<file path="config.mk">
export PLATFORM = sky130hd
export DESIGN_NAME = ss_axil_rr_scheduler_flat
export DESIGN_NICKNAME = d
export VERILOG_FILES = /design/src/rtl/ss_axil_rr_scheduler_pkg.sv /design/src/rtl/ss_axil_rr_scheduler_if.sv /design/src/rtl/ss_rr_arbiter.sv /design/src/rtl/ss_axil_rr_scheduler.sv /design/src/flat_wrapper.sv
export SDC_FILE = /design/constraint.sdc
export NUM_CORES = 1
export LEC_CHECK = 0
export CORE_MARGIN = 4
export CORE_UTILIZATION = 53
export DETAILED_ROUTE_END_ITERATION = 10
export DONT_BUFFER_PORTS = 1
export PLACE_DENSITY = 0.71
export REMOVE_ABC_BUFFERS = 1
export SYNTH_ARGS = -nofsm -noshare
export SYNTH_HDL_FRONTEND = slang
export SYNTH_SLANG_ARGS = --single-unit
</file>
<file path="constraint.sdc">
create_clock -name clk -period 1.5 [get_ports clk]
set_input_delay 0.225 -clock clk [delete_from_list [all_inputs] [get_ports clk]]
set_output_delay 0.225 -clock clk [all_outputs]
set_load 0.02 [all_outputs]
</file>
<file path="src/rtl/ss_axil_rr_scheduler_pkg.sv">
// Shared types for the AXI-lite round-robin scheduler.
// Optional watchdog is enabled by defining SS_SCHED_TIMEOUT_EN.
package ss_sched_pkg;

  typedef enum logic [1:0] {
    IDLE      = 2'd0,
    GRANTED   = 2'd1,
    WAIT_RESP = 2'd2
  } sched_state_t;

  localparam int DEF_TIMEOUT_CYCLES = 1024;

endpackage

</file>
<file path="src/rtl/ss_axil_rr_scheduler_if.sv">
// Per-port AXI-lite handshake view plus mux select/direction outputs.
// master = scheduler side, slave = requester/mux side.
interface ss_axil_rr_scheduler_if #(
  parameter int NUM_PORTS     = 4,
  parameter int PORT_IDX_BITS = $clog2(NUM_PORTS)
);

  logic [NUM_PORTS-1:0]     arvalid;
  logic [NUM_PORTS-1:0]     arready;
  logic [NUM_PORTS-1:0]     awvalid;
  logic [NUM_PORTS-1:0]     awready;
  logic [NUM_PORTS-1:0]     rvalid;
  logic [NUM_PORTS-1:0]     rready;
  logic [NUM_PORTS-1:0]     bvalid;
  logic [NUM_PORTS-1:0]     bready;
  logic [PORT_IDX_BITS-1:0] group_select;
  logic                     grant_valid;
  logic                     sel_is_write;
  logic                     txn_done;
  logic                     timeout_err;

  modport master (
    input  arvalid, arready, awvalid, awready,
    input  rvalid, rready, bvalid, bready,
    output group_select, grant_valid, sel_is_write,
    output txn_done, timeout_err
  );

  modport slave (
    output arvalid, arready, awvalid, awready,
    output rvalid, rready, bvalid, bready,
    input  group_select, grant_valid, sel_is_write,
    input  txn_done, timeout_err
  );

endinterface

</file>
<file path="src/rtl/ss_rr_arbiter.sv">
// Combinational round-robin arbiter: first request after last_grant wins.
// Shared by other controllers that time-multiplex a single resource.
module ss_rr_arbiter #(
  parameter int WIDTH    = 4,
  parameter int IDX_BITS = $clog2(WIDTH)
) (
  input  logic [WIDTH-1:0]    req,
  input  logic [IDX_BITS-1:0] last_grant,
  output logic [IDX_BITS-1:0] grant,
  output logic                valid
);

  logic [IDX_BITS-1:0] idx;

  // Walk farthest-first so the nearest request overwrites the rest.
  always_comb begin
    grant = '0;
    valid = 1'b0;
    idx   = '0;
    for (int k = WIDTH; k >= 1; k--) begin
      idx = IDX_BITS'((int'(last_grant) + k) % WIDTH);
      if (req[idx]) begin
        grant = idx;
        valid = 1'b1;
      end
    end
  end

endmodule

</file>
<file path="src/rtl/ss_axil_rr_scheduler.sv">
// Round-robin owner of one AXI-lite slave across NUM_PORTS requesters.
// Define SS_SCHED_TIMEOUT_EN to add the hung-access watchdog.
module ss_axil_rr_scheduler
  import ss_sched_pkg::*;
#(
  parameter int NUM_PORTS      = 4,
  parameter int PORT_IDX_BITS  = $clog2(NUM_PORTS),
  parameter int TIMEOUT_CYCLES = DEF_TIMEOUT_CYCLES
) (
  input  logic                  clk,
  input  logic                  reset,
  ss_axil_rr_scheduler_if.master bus
);

  if (NUM_PORTS < 2 || TIMEOUT_CYCLES < 2) begin : g_bad_params
    $error("ss_axil_rr_scheduler: bad parameters");
  end

  sched_state_t             state, state_n;
  logic [PORT_IDX_BITS-1:0] last_grant, arb_grant, gs_n, g;
  logic [NUM_PORTS-1:0]     req;
  logic arb_valid, addr_hs, resp_hs, expired;
  logic load, drop, done_n, abort_n, gv_n, wr_n;

  assign req = bus.arvalid | bus.awvalid;
  assign g   = bus.group_select;

  ss_rr_arbiter #(
    .WIDTH    (NUM_PORTS),
    .IDX_BITS (PORT_IDX_BITS)
  ) u_arb (
    .req        (req),
    .last_grant (last_grant),
    .grant      (arb_grant),
    .valid      (arb_valid)
  );

  assign addr_hs = bus.sel_is_write
                 ? (bus.awvalid[g] & bus.awready[g])
                 : (bus.arvalid[g] & bus.arready[g]);
  assign resp_hs = bus.sel_is_write
                 ? (bus.bvalid[g] & bus.bready[g])
                 : (bus.rvalid[g] & bus.rready[g]);

`ifdef SS_SCHED_TIMEOUT_EN
  localparam int CNT_W = $clog2(TIMEOUT_CYCLES + 1);
  localparam logic [CNT_W-1:0] LIMIT = CNT_W'(TIMEOUT_CYCLES - 1);

  logic [CNT_W-1:0] wd_cnt;

  // Saturates so a late address handshake still trips the limit.
  always_ff @(posedge clk or posedge reset) begin
    if (reset)
      wd_cnt <= '0;
    else if (load)
      wd_cnt <= '0;
    else if (state != IDLE && wd_cnt < LIMIT)
      wd_cnt <= wd_cnt + 1'b1;
  end

  assign expired = (state != IDLE) && (wd_cnt >= LIMIT);
`else
  assign expired = 1'b0;
`endif

  always_ff @(posedge clk or posedge reset) begin
    if (reset) begin
      state            <= IDLE;
      last_grant       <= PORT_IDX_BITS'(NUM_PORTS - 1);
      bus.group_select <= '0;
      bus.grant_valid  <= 1'b0;
      bus.sel_is_write <= 1'b0;
      bus.txn_done     <= 1'b0;
      bus.timeout_err  <= 1'b0;
    end else begin
      state            <= state_n;
      if (load)
        last_grant     <= arb_grant;
      bus.group_select <= gs_n;
      bus.grant_valid  <= gv_n;
      bus.sel_is_write <= wr_n;
      bus.txn_done     <= done_n;
      bus.timeout_err  <= abort_n;
    end
  end

  always_comb begin
    state_n = state;
    load    = 1'b0;
    drop    = 1'b0;
    done_n  = 1'b0;
    abort_n = 1'b0;
    unique case (state)
      IDLE: begin
        if (arb_valid) begin
          state_n = GRANTED;
          load    = 1'b1;
        end
      end
      GRANTED: begin
        if (addr_hs)
          state_n = WAIT_RESP;
        else if (expired)
          abort_n = 1'b1;
      end
      WAIT_RESP: begin
        done_n  = resp_hs;
        abort_n = ~resp_hs & expired;
      end
      default: state_n = IDLE;
    endcase
    // Completion or abort: hand straight to the next requester if any.
    if (done_n | abort_n) begin
      if (arb_valid) begin
        state_n = GRANTED;
        load    = 1'b1;
      end else begin
        state_n = IDLE;
        drop    = 1'b1;
      end
    end
  end

  always_comb begin
    gs_n = bus.group_select;
    gv_n = bus.grant_valid;
    wr_n = bus.sel_is_write;
    if (load) begin
      gs_n = arb_grant;
      gv_n = 1'b1;
      wr_n = bus.awvalid[arb_grant] & ~bus.arvalid[arb_grant];
    end else if (drop) begin
      gs_n = '0;
      gv_n = 1'b0;
      wr_n = 1'b0;
    end
  end

endmodule

</file>
<file path="src/flat_wrapper.sv">
// flat-port wrapper written by rule: the top's interface ports become plain ports
module ss_axil_rr_scheduler_flat import ss_sched_pkg::*;
#(
  parameter int NUM_PORTS      = 4,
  parameter int PORT_IDX_BITS  = $clog2(NUM_PORTS),
  parameter int TIMEOUT_CYCLES = DEF_TIMEOUT_CYCLES
)
  (clk, reset, bus_arvalid, bus_arready, bus_awvalid, bus_awready, bus_rvalid, bus_rready, bus_bvalid, bus_bready, bus_group_select, bus_grant_valid, bus_sel_is_write, bus_txn_done, bus_timeout_err);
  ss_axil_rr_scheduler_if #(.NUM_PORTS(NUM_PORTS), .PORT_IDX_BITS(PORT_IDX_BITS)) bus_i ();
  input  logic clk;
  input  logic reset;
  input wire logic [$bits(bus_i.arvalid)-1:0] bus_arvalid;
  input wire logic [$bits(bus_i.arready)-1:0] bus_arready;
  input wire logic [$bits(bus_i.awvalid)-1:0] bus_awvalid;
  input wire logic [$bits(bus_i.awready)-1:0] bus_awready;
  input wire logic [$bits(bus_i.rvalid)-1:0] bus_rvalid;
  input wire logic [$bits(bus_i.rready)-1:0] bus_rready;
  input wire logic [$bits(bus_i.bvalid)-1:0] bus_bvalid;
  input wire logic [$bits(bus_i.bready)-1:0] bus_bready;
  output wire logic [$bits(bus_i.group_select)-1:0] bus_group_select;
  output wire logic [$bits(bus_i.grant_valid)-1:0] bus_grant_valid;
  output wire logic [$bits(bus_i.sel_is_write)-1:0] bus_sel_is_write;
  output wire logic [$bits(bus_i.txn_done)-1:0] bus_txn_done;
  output wire logic [$bits(bus_i.timeout_err)-1:0] bus_timeout_err;
  assign bus_i.arvalid = bus_arvalid;
  assign bus_i.arready = bus_arready;
  assign bus_i.awvalid = bus_awvalid;
  assign bus_i.awready = bus_awready;
  assign bus_i.rvalid = bus_rvalid;
  assign bus_i.rready = bus_rready;
  assign bus_i.bvalid = bus_bvalid;
  assign bus_i.bready = bus_bready;
  assign bus_group_select = bus_i.group_select;
  assign bus_grant_valid = bus_i.grant_valid;
  assign bus_sel_is_write = bus_i.sel_is_write;
  assign bus_txn_done = bus_i.txn_done;
  assign bus_timeout_err = bus_i.timeout_err;
  ss_axil_rr_scheduler #(.NUM_PORTS(NUM_PORTS), .PORT_IDX_BITS(PORT_IDX_BITS), .TIMEOUT_CYCLES(TIMEOUT_CYCLES)) u_core (.clk(clk), .reset(reset), .bus(bus_i));
endmodule
</file>
==> metrics.txt, run 1 <==
vias in the first global route 813; vias after detailed routing 852; Final #Nets 151; Int Pwr 1260 uW; Core Area 0.00135 mm2; Detail Route Antenna Nets 0; Avg Inst Size Synth 8.48 um2; post-synthesis cell count 93; Switching Power 891 uW; top cell type's share of synthesized area 22.2%; Remaining DRCs 0; Post-synth EDFFs 0; Sequential Power Share 23.9%; RSZ-0062 raised after global routing true; failing checks negative setup slack; clock latency on the worst-skew pair 0.26 ns; detailed-router iteration count before antenna repair 4; worst setup path class reg2reg; Yosys warning total 0; critical path launch point u_core.bus.group_select[0]; CP arrival 1.90 ns; worst r2r src u_core.bus.group_select[0]; CTS tree done; fmax 0.567 GHz; Multi-input gate area 582 um2; Clock Skews 0.00768 ns; Area Growth Syn to Fin 34.8%; number of buffers created by CTS 3; #FFs+latches synth 9; RR Endpoint u_core.bus.sel_is_write; CP endpoint kind register; Total Routing Usage GR 24.1%; Initial Util 58.4%; # rows 13; dpl hpwl 1.70 mm; Comb power frac 67.5%; I/O pins 40; Longest Clk Path Bufs 2; Routed WL 2.46 mm; Layout Cells excl Fill 131; largest net degree at the start of global routing 10; htree depth 1; ant diodes 0; gp weighted congestion 0.847; top fanout value on the critical path 5; main flop type after synthesis dfrtp_1; DR WL/cell 18.8 um; mapped cell area 788 um2; Sink Count 9; fraction of layout cells with a size suffix above 1 44.8%; Worst Hold Class in2async; Max Cap Viol 0; reg2reg setup slack -0.26 ns; Fin. Hold Viols 0; FF/Latch Area 230 um2; Worst-path clk slew 0.06 ns; Tcrit/Tclk final 117%; endpoints failing setup 9; Lkg Pwr 0.000454 uW; Final TNS setup -1.85 ns; required time of the critical path 1.64 ns; initial antenna violation count 0; most frequent cells after synthesis 15 x nand2_1, 8 x nand3_1, 7 x dfrtp_1, 7 x inv_1, 6 x o21ai_0; worst IR drop on VDD 1310 uV; Die ar. 0.00217 mm2; top post-synthesis cells by area dfrtp_1 22%, nand2_1 7.1%, dfstp_2 6.7%; first-pass GRT wire length 3.67 mm; most common cell in the netlist nand2_1; IO Port Bufs 0; initial drt markers 32; Synth async-reset ratio 100%; sw frac 41.4%; min Tclk post-route 1.76 ns; Netlist cell types 41; PwrDens 2020 mW/mm2; CP startpoint kind register; DIE HEIGHT 46.6 um; Worst Reg2Reg Path Length in Cells 6; Fillers 101; vias per inst 6.50; post-synthesis sequential area ratio 28.9%; Clock Power Share 8.7%; status finished, violations left; CTS Root Cell clkbuf_4; GRT overflow 0; placed cells 122; Max Slew Vio Count 0; die width 46.6 um; hold_ws 0.365 ns; area leader, netlist dfrtp_1; post-route setup slack -0.262 ns
[state kept, by name, summed over array words and instances (netlist names)]
| signal | count |
|---|---|
| u_core.bus.sel_is_write | 1 |
| u_core.bus.txn_done | 1 |
| u_core.last_grant | 2 |
| u_core.state | 2 |
| u_core.bus.group_select | 2 |
| u_core.bus.grant_valid | 1 |
[logic make-up (layout without fill, tap and decap cells)]
| kind of cell | after synthesis | count (layout) | synth area share [%] |
|---|---|---|---|
| muxes | 4 | 4 | 7.14 |
| AOI/OAI and AO/OA | 29 | 29 | 27.8 |
| and+or+nand+nor | 41 | 41 | 29.7 |
| DFF | 9 | 9 | 28.9 |
| other | 1 | 1 | 0.476 |
| buffers and inverters | 9 | 32 | 6.03 |
[power by group through the flow]
stage / clock network, uW / logic [uW] / registers [uW]
finish: 187 / 1450 / 513
global route: 218 / 1530 / 529
CTS: 191 / 1320 / 490
detailed placement: 0 / 1070 / 484
global placement: 0 / 1050 / 477
floorplan: 0 / 610 / 532
[timing repair]
item	4_1_cts	5_1_grt
buffers inserted	4	0
pin swaps	13	11
gates resized for setup	15	9
setup endpoints to repair	9	9
endpoints found under the hold margin	7	0
hold buffers	1	0
[layout by cell type (no fill, tap or decap), drive strengths merged, types with 3 or more instances in the layout]
cell type,synthesis,final
inv,7,7
clkbuf,1,4
mux2,3,3
o21ai,7,7
a31oi,3,3
a32o,3,3
nor2,7,7
buf,1,20
nand3,8,8
dfrtp,7,7
nand2,15,15
[per-layer routing]
layer,share of wire (%),vias up,global-route usage [%],wire [um]
li1,-,398,-,-
met1,41,409,31.0,1000
met2,50,41,40.7,1230
met3,7.7,4,2.73,189
met4,1.3,0,9.66,31
met5,0,-,0,0
[area by class of cell]
| type | count | share of cell area [%] |
|---|---|---|
| multi-input cells | 75 | 54.8 |
| flip-flops and latches | 9 | 21.7 |
| repair buffers | 21 | 16.8 |
| clock buffers | 4 | 2.47 |
| inverters | 7 | 2.47 |
| well taps | 15 | 1.77 |
[worst max-delay path, stage by stage (launching register included)]
cell	delay [ns]
dfrtp_2	0.44
nand3b_1	0.20
a22oi_2	0.17
a31oi_2	0.14
nor2_2	0.23
nand3_2	0.16
a32o_1	0.30
[worst max-delay path by stage]
| stage | end | slack (ns) | cells after the start |
|---|---|---|---|
| floorplan | u_core.bus.grant_valid | -0.37 | 6 |
| global placement | u_core.last_grant[0] | -0.23 | 6 |
| detailed placement | u_core.last_grant[1] | -0.28 | 6 |
| CTS | u_core.last_grant[1] | -0.24 | 6 |
| global route | u_core.last_grant[1] | -0.31 | 6 |
| finish | u_core.bus.sel_is_write | -0.26 | 6 |
[metrics by stage]
stage / utilization, % / setup WS, ns / cell area (um2) / power (uW)
global route: 78.7 / -0.307 / 1060 / 2280
CTS: 76.1 / -0.238 / 1030 / 2000
global placement: 67.1 / -0.234 / 906 / 1530
finish: 78.7 / -0.262 / 1060 / 2150
detailed placement: 67.1 / -0.280 / 906 / 1550
floorplan: - / -0.371 / 767 / 1140
(Power assumes the default switching activity.)
==> run 2: changes to the inputs <==
- CORE_ASPECT_RATIO: not set -> 1.1
==> metrics.txt, run 2 (synthesis results as in run 1) <==
status finished, violations left; failing checks negative setup slack; Total Routing Usage GR 21.1% (-3.0 points); FF/Latch Area 230 um2 (unchanged); worst setup path class reg2reg; post-route setup slack -0.218 ns (+0.0441 ns); fmax 0.582 GHz (+2.6%); first-pass GRT wire length 3.56 mm (-3.0%); initial antenna violation count 0 (unchanged); Worst Hold Class in2async; htree depth 1 (unchanged); Lkg Pwr 0.000446 uW (-1.7%); Initial Util 57.0% (-1.4 points); CTS tree done; DR WL/cell 17.0 um (-9.6%); largest net degree at the start of global routing 10 (unchanged); Multi-input gate area 553 um2 (-4.9%); Tcrit/Tclk final 115% (-2.9 points); CP startpoint kind register; required time of the critical path 1.69 ns (+0.05 ns); Sink Count 9 (unchanged); placed cell areas 915 um2 (+0.97%); RSZ-0062 raised after global routing true; Longest Clk Path Bufs 2 (unchanged); # rows 14 (+1); GRT overflow 0 (unchanged); Layout Cells excl Fill 133 (+1.5%); detailed-router iteration count before antenna repair 5 (+1); I/O pins 40 (unchanged); most frequent cells in the layout 19 x buf_4, 15 x nand2_1, 7 x nand3_1, 7 x inv_1; Worst Reg2Reg Path Length in Cells 6 (unchanged); total power 2000 uW (-7.2%); RR Endpoint u_core.last_grant[1]; Routed WL 2.26 mm (-8.2%); DIE HEIGHT 48.4 um (+4.0%); most common cell after layout, fill and taps aside buf_4; Fin. Hold Viols 0 (unchanged); Clock Skews 0.00250 ns (-0.00518 ns); Fillers 106 (+5.0%); dpl hpwl 1.60 mm (-5.8%); gp weighted congestion 0.816 (-3.7%); placed cells 124 (+1.6%); CP endpoint kind register; Remaining DRCs 0 (unchanged); min Tclk post-route 1.72 ns (-0.0441 ns); Final #Nets 152 (+0.66%); Core Area 0.00138 mm2 (+2.5%); worst IR drop on VDD 1150 uV (-12%); Max Cap Viol 0 (unchanged); clock latency on the worst-skew pair 0.26 ns (about the same); Area Growth Syn to Fin 30.8%; vias per inst 6.16 (-5.3%); IO Port Bufs 0 (unchanged); die width 44.8 um (-3.9%); Worst-path clk slew 0.06 ns (about the same); number of buffers created by CTS 3 (unchanged); reg2reg setup slack -0.22 ns (+0.04 ns); PwrDens 1940 mW/mm2 (-4.3%); ant diodes 0 (unchanged); worst r2r src u_core.bus.group_select[0]; CTS Root Cell clkbuf_4; CP arrival 1.91 ns (about the same); Max Slew Vio Count 0 (unchanged); vias in the first global route 810 (-0.37%); Design Area, Final 0.00103 mm2 (-2.9%); vias after detailed routing 819 (-3.9%); Detail Route Antenna Nets 0 (unchanged); top fanout value on the critical path 7 (+2); initial drt markers 23 (-28%); Die ar. 0.00217 mm2 (about the same); fraction of layout cells with a size suffix above 1 41.0% (-3.8 points); endpoints failing setup 9 (unchanged); biggest regs u_core.bus.group_select: 2 flops, u_core.last_grant: 2 flops, u_core.state: 2 flops
-- run 2: cell type report --
class / instances / share of cell area [%]
flip-flops and latches: 9 / 22.3
well taps: 16 / 1.94
repair buffers: 22 / 17.0
inverters: 7 / 2.55
multi-input cells: 75 / 53.6
clock buffers: 4 / 2.55
-- run 2: what timing repair did --
action | in CTS | in global routing
gates resized for setup | 10 | 4
setup buffers | 4 | 0
pin swaps | 6 | 0
cloned | 0 | 0
endpoints found under the setup margin | 9 | 9
hold buffers | 1 | 0
hold endpoints to repair | 7 | 0
-- run 2: per-layer routing --
metal  wire (um)  part of all wire [%]  up-vias  track usage [%]
met5           0                     0        -                0
met4          44                   1.9        0             7.80
met3         192                   8.5        4             3.33
met2        1110                    49       39             35.2
met1         907                    40      379             26.8
li1            -                     -      397                -
-- run 2: worst max-delay path, stage by stage, from the launching register on --
cell and delay [ns]:
dfrtp_2 0.45, buf_6 0.13, o211ai_1 0.17, o2111ai_1 0.16
nor2_2 0.20, o21a_2 0.22, mux2_4 0.31
-- run 2: worst max path at each step --
| stage | start | to | cells after the start | slack [ns] |
|---|---|---|---|---|
| floorplan | u_core.bus.group_select[0] | u_core.bus.grant_valid | 6 | -0.37 |
| global placement | u_core.bus.group_select[0] | u_core.bus.grant_valid | 6 | -0.25 |
| detailed placement | u_core.bus.group_select[0] | u_core.bus.grant_valid | 6 | -0.29 |
| CTS | u_core.bus.group_select[0] | u_core.last_grant[1] | 6 | -0.20 |
| global route | u_core.bus.group_select[0] | u_core.bus.grant_valid | 6 | -0.30 |
| finish | u_core.bus.group_select[0] | u_core.last_grant[1] | 6 | -0.22 |
-- run 2: through the flow --
step / setup TNS (ns) / setup slack (ns) / hold WS, ns / util (%)
after floorplan: -2.19 / -0.371 / 0.0515 / -
after global placement: -1.44 / -0.247 / 0.0911 / 66.1
after detailed placement: -1.71 / -0.288 / 0.0968 / 66.1
after CTS: -1.34 / -0.196 / 0.367 / 73.2
after global routing: -2.27 / -0.296 / 0.394 / 74.5
final: -1.53 / -0.218 / 0.374 / 74.5
-- run 2: power by group --
group / internal (uW) / total [uW] / switching, uW / leakage [uW]
Clock: 103 / 187 / 84.8 / 0.0000150
Sequential: 363 / 496 / 133 / 0.000103
Combinational: 720 / 1310 / 592 / 0.000328
Total: 1190 / 2000 / 810 / 0.000446
